File: src/rtl/leg_pkg.sv
// Shared types and constants for the memory arbiter: requester indices, FSM state
// encoding and the round-robin pointer advance.
package leg_pkg;

  localparam int unsigned NREQ = 3;

  localparam logic [1:0] REQ_IFETCH = 2'd0;
  localparam logic [1:0] REQ_DATA   = 2'd1;
  localparam logic [1:0] REQ_DBG    = 2'd2;

  typedef enum logic [1:0] {
    StIdle,
    StIssue,
    StWait,
    StResp
  } arb_state_t;

  // Next round-robin start point; wraps debug back to ifetch.
  function automatic logic [1:0] rr_next(input logic [1:0] idx);
    return (idx == REQ_DBG) ? REQ_IFETCH : idx + 2'd1;
  endfunction

endpackage

File: src/rtl/rr_picker.sv
// Combinational round-robin search over three requesters, starting at ptr and
// wrapping 2 -> 0. grant is one-hot (or zero when nothing is valid).
module rr_picker
  import leg_pkg::*;
(
  input  logic [NREQ-1:0] valid,
  input  logic [1:0]      ptr,
  output logic [NREQ-1:0] grant,
  output logic [1:0]      idx
);

  logic [1:0] o0, o1, o2;

  always_comb begin
    case (ptr)
      2'd1:    begin o0 = 2'd1; o1 = 2'd2; o2 = 2'd0; end
      2'd2:    begin o0 = 2'd2; o1 = 2'd0; o2 = 2'd1; end
      default: begin o0 = 2'd0; o1 = 2'd1; o2 = 2'd2; end
    endcase

    grant = '0;
    idx   = o0;
    if (valid[o0]) begin
      idx       = o0;
      grant[o0] = 1'b1;
    end else if (valid[o1]) begin
      idx       = o1;
      grant[o1] = 1'b1;
    end else if (valid[o2]) begin
      idx       = o2;
      grant[o2] = 1'b1;
    end
  end

endmodule

File: src/rtl/mem_arbiter.sv
// Three-way round-robin arbiter in front of a single-port RAM with fixed read
// latency. One transaction in flight; responses go back to the owning requester.
module mem_arbiter
  import leg_pkg::*;
#(
  parameter int unsigned ADDR_W  = 64,
  parameter int unsigned DATA_W  = 64,
  parameter int unsigned RAM_LAT = 1
) (
  input  logic                     clk,
  input  logic                     rst,
  input  logic [NREQ-1:0]          req_valid,
  output logic [NREQ-1:0]          req_ready,
  input  logic [NREQ-1:0]          req_we,
  input  logic [NREQ*ADDR_W-1:0]   req_addr,
  input  logic [NREQ*DATA_W-1:0]   req_wdata,
  output logic [NREQ-1:0]          resp_valid,
  output logic [DATA_W-1:0]        resp_rdata,
  output logic                     ram_en,
  output logic                     ram_we,
  output logic [ADDR_W-1:0]        ram_addr,
  output logic [DATA_W-1:0]        ram_wdata,
  input  logic [DATA_W-1:0]        ram_rdata
);

  arb_state_t        state_q, state_d;
  logic [1:0]        owner_q, owner_d;
  logic              we_q, we_d;
  logic [ADDR_W-1:0] addr_q, addr_d;
  logic [DATA_W-1:0] wdata_q, wdata_d;
  logic [1:0]        rr_ptr_q, rr_ptr_d;
  logic [2:0]        lat_cnt_q, lat_cnt_d;

  logic [NREQ-1:0]   pick_grant;
  logic [1:0]        pick_idx;

  rr_picker u_rr_picker (
    .valid (req_valid),
    .ptr   (rr_ptr_q),
    .grant (pick_grant),
    .idx   (pick_idx)
  );

  always_comb begin
    state_d   = state_q;
    owner_d   = owner_q;
    we_d      = we_q;
    addr_d    = addr_q;
    wdata_d   = wdata_q;
    rr_ptr_d  = rr_ptr_q;
    lat_cnt_d = lat_cnt_q;

    unique case (state_q)
      StIdle: begin
        // The latched copy only changes here, so it is stable for the whole transaction.
        if (|pick_grant) begin
          owner_d  = pick_idx;
          we_d     = req_we[pick_idx];
          addr_d   = req_addr[32'(pick_idx) * ADDR_W +: ADDR_W];
          wdata_d  = req_wdata[32'(pick_idx) * DATA_W +: DATA_W];
          rr_ptr_d = rr_next(pick_idx);
          state_d  = StIssue;
        end
      end
      StIssue: begin
        if (RAM_LAT == 1) begin
          state_d = StResp;
        end else begin
          lat_cnt_d = 3'(RAM_LAT - 1);
          state_d   = StWait;
        end
      end
      StWait: begin
        lat_cnt_d = lat_cnt_q - 3'd1;
        if (lat_cnt_q == 3'd1) begin
          state_d = StResp;
        end
      end
      StResp:  state_d = StIdle;
      default: state_d = StIdle;
    endcase
  end

  always_ff @(posedge clk or posedge rst) begin
    if (rst) begin
      state_q   <= StIdle;
      owner_q   <= REQ_IFETCH;
      we_q      <= 1'b0;
      addr_q    <= '0;
      wdata_q   <= '0;
      rr_ptr_q  <= REQ_IFETCH;
      lat_cnt_q <= '0;
    end else begin
      state_q   <= state_d;
      owner_q   <= owner_d;
      we_q      <= we_d;
      addr_q    <= addr_d;
      wdata_q   <= wdata_d;
      rr_ptr_q  <= rr_ptr_d;
      lat_cnt_q <= lat_cnt_d;
    end
  end

  assign req_ready  = (state_q == StIdle) ? pick_grant : '0;
  assign ram_en     = (state_q == StIssue);
  assign ram_we     = ram_en & we_q;
  assign ram_addr   = addr_q;
  assign ram_wdata  = wdata_q;
  // RAM data lands exactly in the RESP cycle, so it is forwarded rather than registered.
  assign resp_rdata = (state_q == StResp && !we_q) ? ram_rdata : '0;

  always_comb begin
    resp_valid = '0;
    if (state_q == StResp) begin
      resp_valid[owner_q] = 1'b1;
    end
  end

endmodule

File: config.mk
export PLATFORM = sky130hd
export DESIGN_NAME = mem_arbiter
export DESIGN_NICKNAME = d
export VERILOG_FILES = /design/src/rtl/leg_pkg.sv /design/src/rtl/rr_picker.sv /design/src/rtl/mem_arbiter.sv
export SDC_FILE = /design/constraint.sdc
export NUM_CORES = 1
export LEC_CHECK = 0
export BUFFER_PORTS_ARGS = -buffer_cell sky130_fd_sc_hd__buf_2
export CORE_AREA = 2 2 256 258
export CTS_CLUSTER_DIAMETER = 40
export DETAILED_ROUTE_END_ITERATION = 12
export DIE_AREA = 0 0 258 260
export GPL_TIMING_DRIVEN = 0
export SKIP_CTS_REPAIR_TIMING = 1
export SYNTH_ARGS = -nofsm -noshare
export SYNTH_HDL_FRONTEND = slang
export SYNTH_SLANG_ARGS = --single-unit
File: constraint.sdc
create_clock -name clk -period 10.5 [get_ports clk]
set_input_delay 1.575 -clock clk [delete_from_list [all_inputs] [get_ports clk]]
set_output_delay 1.575 -clock clk [all_outputs]
set_load 0.1 [all_outputs]
Word level (Yosys, flattened, before mapping):

Cells that the tools add are included.

* equality and inequality tests: 9
* shift operators: 2
* reduce and logical (&&, ||, !) cells: 10
* magnitude comparators: 9
* bitwise logic cells: 1
* $add $sub $neg: 2
* muxes and demuxes: 32

Operators with widths (number)
* $shiftx 192x9->64: 2
* $mux 64: 1
* $lt 2x3->1 const B: 5
* $mux 3: 5
* $mux 2: 6
* $pmux 2 s2: 3
* $bmux 1 s2: 4
* $demux 1 s2: 4
* $eq 2x2->1 const B: 4
* $ge 2x1->1 const B: 4
* $mux 1: 8
* $pmux 2 s4: 1
* $logic_and 1x1->1: 5
* $eq 2x1->1 const B: 2
* $ne 2x2->1 const B: 2
* $reduce_and 2->1: 2
* $eq 3x1->1 const B: 1
* $reduce_or 3->1: 1
* $sub 3x1->3 const B: 1
* $add 2x1->2 const B: 1
* $logic_not 2->1: 1
* $and 1x1->1: 1
* $logic_not 1->1: 1

* flip-flop bits (word level): 138
* word-level logic and storage cells: 72
* input port bits: 456
* output and inout bits: 200

Logic depth before layout (Yosys ltp):

* depth after elaboration: 12
* depth in mapped cells: 12

By module:

From an unflattened synthesis, not the netlist that was laid out.

* cells, all modules: 890
* area, all modules: 8525.7 µm²

By module, submodules not included
* mem_arbiter: cells an instance 834, times used 1, area an instance 8139.1 µm²
* rr_picker: cells an instance 56, times used 1, area an instance 386.6 µm²

Least setup slack after synthesis:

OpenSTA, ideal clock, no wires.

* kind: input-to-output
* start point: input port req_valid[2]
* end point: output port req_ready[1]
* data required time: 8925 ps
* stages on the path: 6
* data arrival time: 3767 ps
* slack: 5158 ps
* path through: buf_2 > nor2b_1 > o32a_1 > or3_1 > a21boi_2 > clkbuf_1

* cells in the longest elaborated chain, start to end: 6
* elaborated cells on any way between the ends: 10
* classes of those cells: 10 x mux

RTL lines
* start, declared: RTL line mem_arbiter.sv:12 `input logic [NREQ-1:0] req_valid,`
* $bmux 1 s2: RTL line rr_picker.sv:29 `end else if (valid[o2]) begin`
* $mux 1 (implied by the code): RTL line rr_picker.sv:29
* $mux 3: RTL line rr_picker.sv:29
* $mux 3: RTL line rr_picker.sv:26 `end else if (valid[o1]) begin`
* $mux 3 (*): RTL line rr_picker.sv:23 `if (valid[o0]) begin`
* $mux 3 (*): RTL line mem_arbiter.sv:104 `assign req_ready = (state_q == StIdle) ? pick_grant : '0;`
* end, declared: RTL line mem_arbiter.sv:13 `output logic [NREQ-1:0] req_ready,`

Mark *: on every way between the ends. The rest lies on a longest branch, timed or not. The select of a mux whose other input is x is not followed.

Worst setup path in the final report:

Same ends and word-level chain as after synthesis.

==> impl_metrics.tcl <==
set metrics [dict create \
    timing.setup.critical_path_class "input port to output port" \
    synth_area_leaders "dfrtp_1 (36%), a21o_1 (10%), a31oi_1 (8.5%)" \
    yosysWarningCount 0 \
    number_of_global_route_vias_before_repair 12700 \
    numClockSinks 138 \
    tightest_slew_ps 1320 \
    status "complete, no violations" \
    synth.ff_latch_count 138 \
    synth_largest_area_cell "dfrtp_1" \
    fp.coreArea_sq_um 64100 \
    wirelength_mm 68.4 \
    report.final.hold_viol_count 0 \
    yosysMostFrequentCell "dfrtp_1" \
    die_h_microns 260 \
    initial_utilization_pct 14.9 \
    skew_final_ps 12.7 \
    critPathLaunchType "input port" \
    grt_start_max_net_pins 81 \
    synth.net_count 1692 \
    grt_antenna_before_repair 43 \
    synth_enable_flop_cells 0 \
    avgRoutedWirePerCell_microns 24.5 \
    place.gp.congestion 0.948 \
    tns_ps 0 \
    fin_crit_sh_pct 54.6 \
    clock-root-buffer "clkbuf_16" \
    ys_types 48 \
    achievable-frequency_ghz 0.175 \
    seq_area_frac_synth_pct 36.1 \
    maxCapViolations 0 \
    yosys-top-cells-count "dfrtp_1 (138), nand2_1 (135), o21ai_0 (132)" \
    post_dp_hpwl_mm 54.7 \
    path_max_fanout 10 \
    grt_first_pass_wirelength_mm 93.4 \
    clkTransAtPathRegs_ps 70 \
    min-delay-path-class "flop to flop" \
    multiInputGateArea_sq_um 5410 \
    worst_slew_margin_rel_pct 12.3 \
    max-clock-path-buffers 2 \
    per_instance_average_area_after_synthesis_sq_um 7.81 \
    final_net_count 2365 \
    postRouteAntennaNets 0 \
    io_count 656 \
    synth_largest_type_area_fraction_pct 36.1 \
    row_count 93 \
    vias_per_cell 4.70 \
    drive_gt1_share_pct 38.8 \
    remaining_drc_errors 0 \
    synth_flop_cell "dfrtp_1" \
    fp.dieW_microns 258 \
    register_area_sq_um 3450 \
    grt_usage_pct 19.7 \
    slew_violations 0 \
    synth_cells 1225 \
    drtPass1Iterations 5 \
    route.vias.total 13100 \
    crit_path_cell_trace "buf_2 > nor2b_1 > o32a_1 > or3_1 > a21boi_2 > clkbuf_1 > buf_2" \
    floorplan.die_area_sq_um 67100 \
    cp_data_arrival_time_ps 4150 \
    area.growth.synth_to_final_pct 52.5 \
    setup_viol_count_final 0 \
    unrepaired_setup_endpoints_after_global_routing "false" \
    critical-path-top-cell-by-count "buf_2" \
    clock_tree_from_tritoncts "done" \
    period_minus_slack_ps 5730 \
    crit_path_end_kind "output port" \
    async_reset_ff_share_pct 100 \
    cts_inserted_buffers 17 \
    max_stage_delay_cell_worst_path "clkbuf_1" \
    slowest_delay_ps 550 \
    io_buffers 653 \
    clock_insertion_delay_worst_skew_ps 480 \
    cp_data_required_time_ps 8930 \
    filler_cell_count 7340 \
    clock_tree.htree_level_count 4 \
    grt_overflow_total 0 \
    drt_iter0_drc 1033 \
    syn-cell-area_sq_um 9570 \
]
[stage by stage]
step                setup WS, ps  utilization, %  hold WS, ps  area [sq um]  std cells
global route                4590            22.7          506         14600       2777
detailed placement          4680            21.7          458         13900       2734
global placement            2950            21.7          461         13900       2733
CTS                         4670            22.7          474         14500       2766
floorplan                   5160               -          440          9570       1225
finish                      4770            22.8          473         14600       2789
[critical path: cells and delay by family]
kind	cells	cell delay [ps]
AND/OR/NAND/NOR	2	510
AO/OA/AOI/OAI	2	790
buffers and inverters	3	1250
[layer usage]
metal / GRT usage (%) / wire length [microns] / up-vias
li1: - / - / 5926
met1: 20.1 / 24300 / 6293
met2: 33.4 / 32200 / 668
met3: 8.30 / 6400 / 182
met4: 12.6 / 5250 / 28
met5: 0 / 189 / -
[state kept, by name (all words and copies together) (netlist names)]
register and cells:
rr_ptr_q 2, state_q 2, owner_q 2, ram_wdata 64
lat_cnt_q 3, we_q 1, ram_addr 64
[cells in the final DEF, fill, tap and decap left out, types with 3 or more instances in the layout]
| master | Yosys | final |
|---|---|---|
| buf_4 | 9 | 9 |
| nand2_1 | 135 | 135 |
| nand2b_1 | 3 | 3 |
| ha_1 | 11 | 11 |
| mux2i_1 | 5 | 5 |
| or3_1 | 3 | 3 |
| clkbuf_1 | 100 | 99 |
| buf_1 | 11 | 11 |
| dfrtp_1 | 138 | 138 |
| a31oi_1 | 130 | 130 |
| a21oi_1 | 6 | 6 |
| nand3_1 | 130 | 130 |
| o21ai_0 | 132 | 132 |
| nor4_1 | 130 | 130 |
| buf_2 | 33 | 686 |
| clkinvlp_4 | 0 | 5 |
| nor2b_1 | 4 | 4 |
| nor2_1 | 4 | 4 |
| mux2_2 | 3 | 3 |
| and2_1 | 66 | 66 |
| inv_1 | 12 | 11 |
| clkbuf_16 | 0 | 17 |
| diode_2 | 0 | 23 |
| clkinv_4 | 0 | 4 |
| a21o_1 | 129 | 129 |
[cell type report]
class / instances / area share, %
clock buffer: 19 / 3.04
timing repair buffer: 654 / 22.6
buffer: 154 / 4.55
multi-input combinational: 920 / 37.1
antenna: 23 / 0.394
sequential: 138 / 23.7
clock inverter: 13 / 1.00
tap: 855 / 7.33
inverter: 13 / 0.369
[cell families (layout without fill, tap and decap cells)]
group / after synthesis / in the layout / share of synthesized area [%]
DFF: 138 / 138 / 36.1
other: 0 / 23 / 0
xor gates and xnor gates: 2 / 2 / 0.183
adders and majority gates: 11 / 11 / 1.44
buffers and inverters: 167 / 853 / 7.41
AOI/OAI and AO/OA: 416 / 416 / 27.6
muxes: 8 / 8 / 0.876
and+or+nand+nor: 483 / 483 / 26.4
[worst paths after layout]
| path | to | depth (start not counted) | startpoint | slack, ps |
|---|---|---|---|---|
| setup / recovery | req_ready[1] | 7 | req_valid[2] | 4770 |
| hold / removal | lat_cnt_q[2] | 1 | lat_cnt_q[2] | 470 |
| setup reg to reg | ram_addr[9] | 11 | rr_ptr_q[0] | 6480 |
| hold reg to reg | lat_cnt_q[2] | 1 | lat_cnt_q[2] | 470 |
| max in group asynchronous | ram_addr[51] | 3 | rst | 8430 |
| min in group asynchronous | ram_addr[0] | 2 | rst | 1150 |
Power is not shown: default switching activity piles up to over one toggle a cycle in this logic, so the estimate is an artifact.
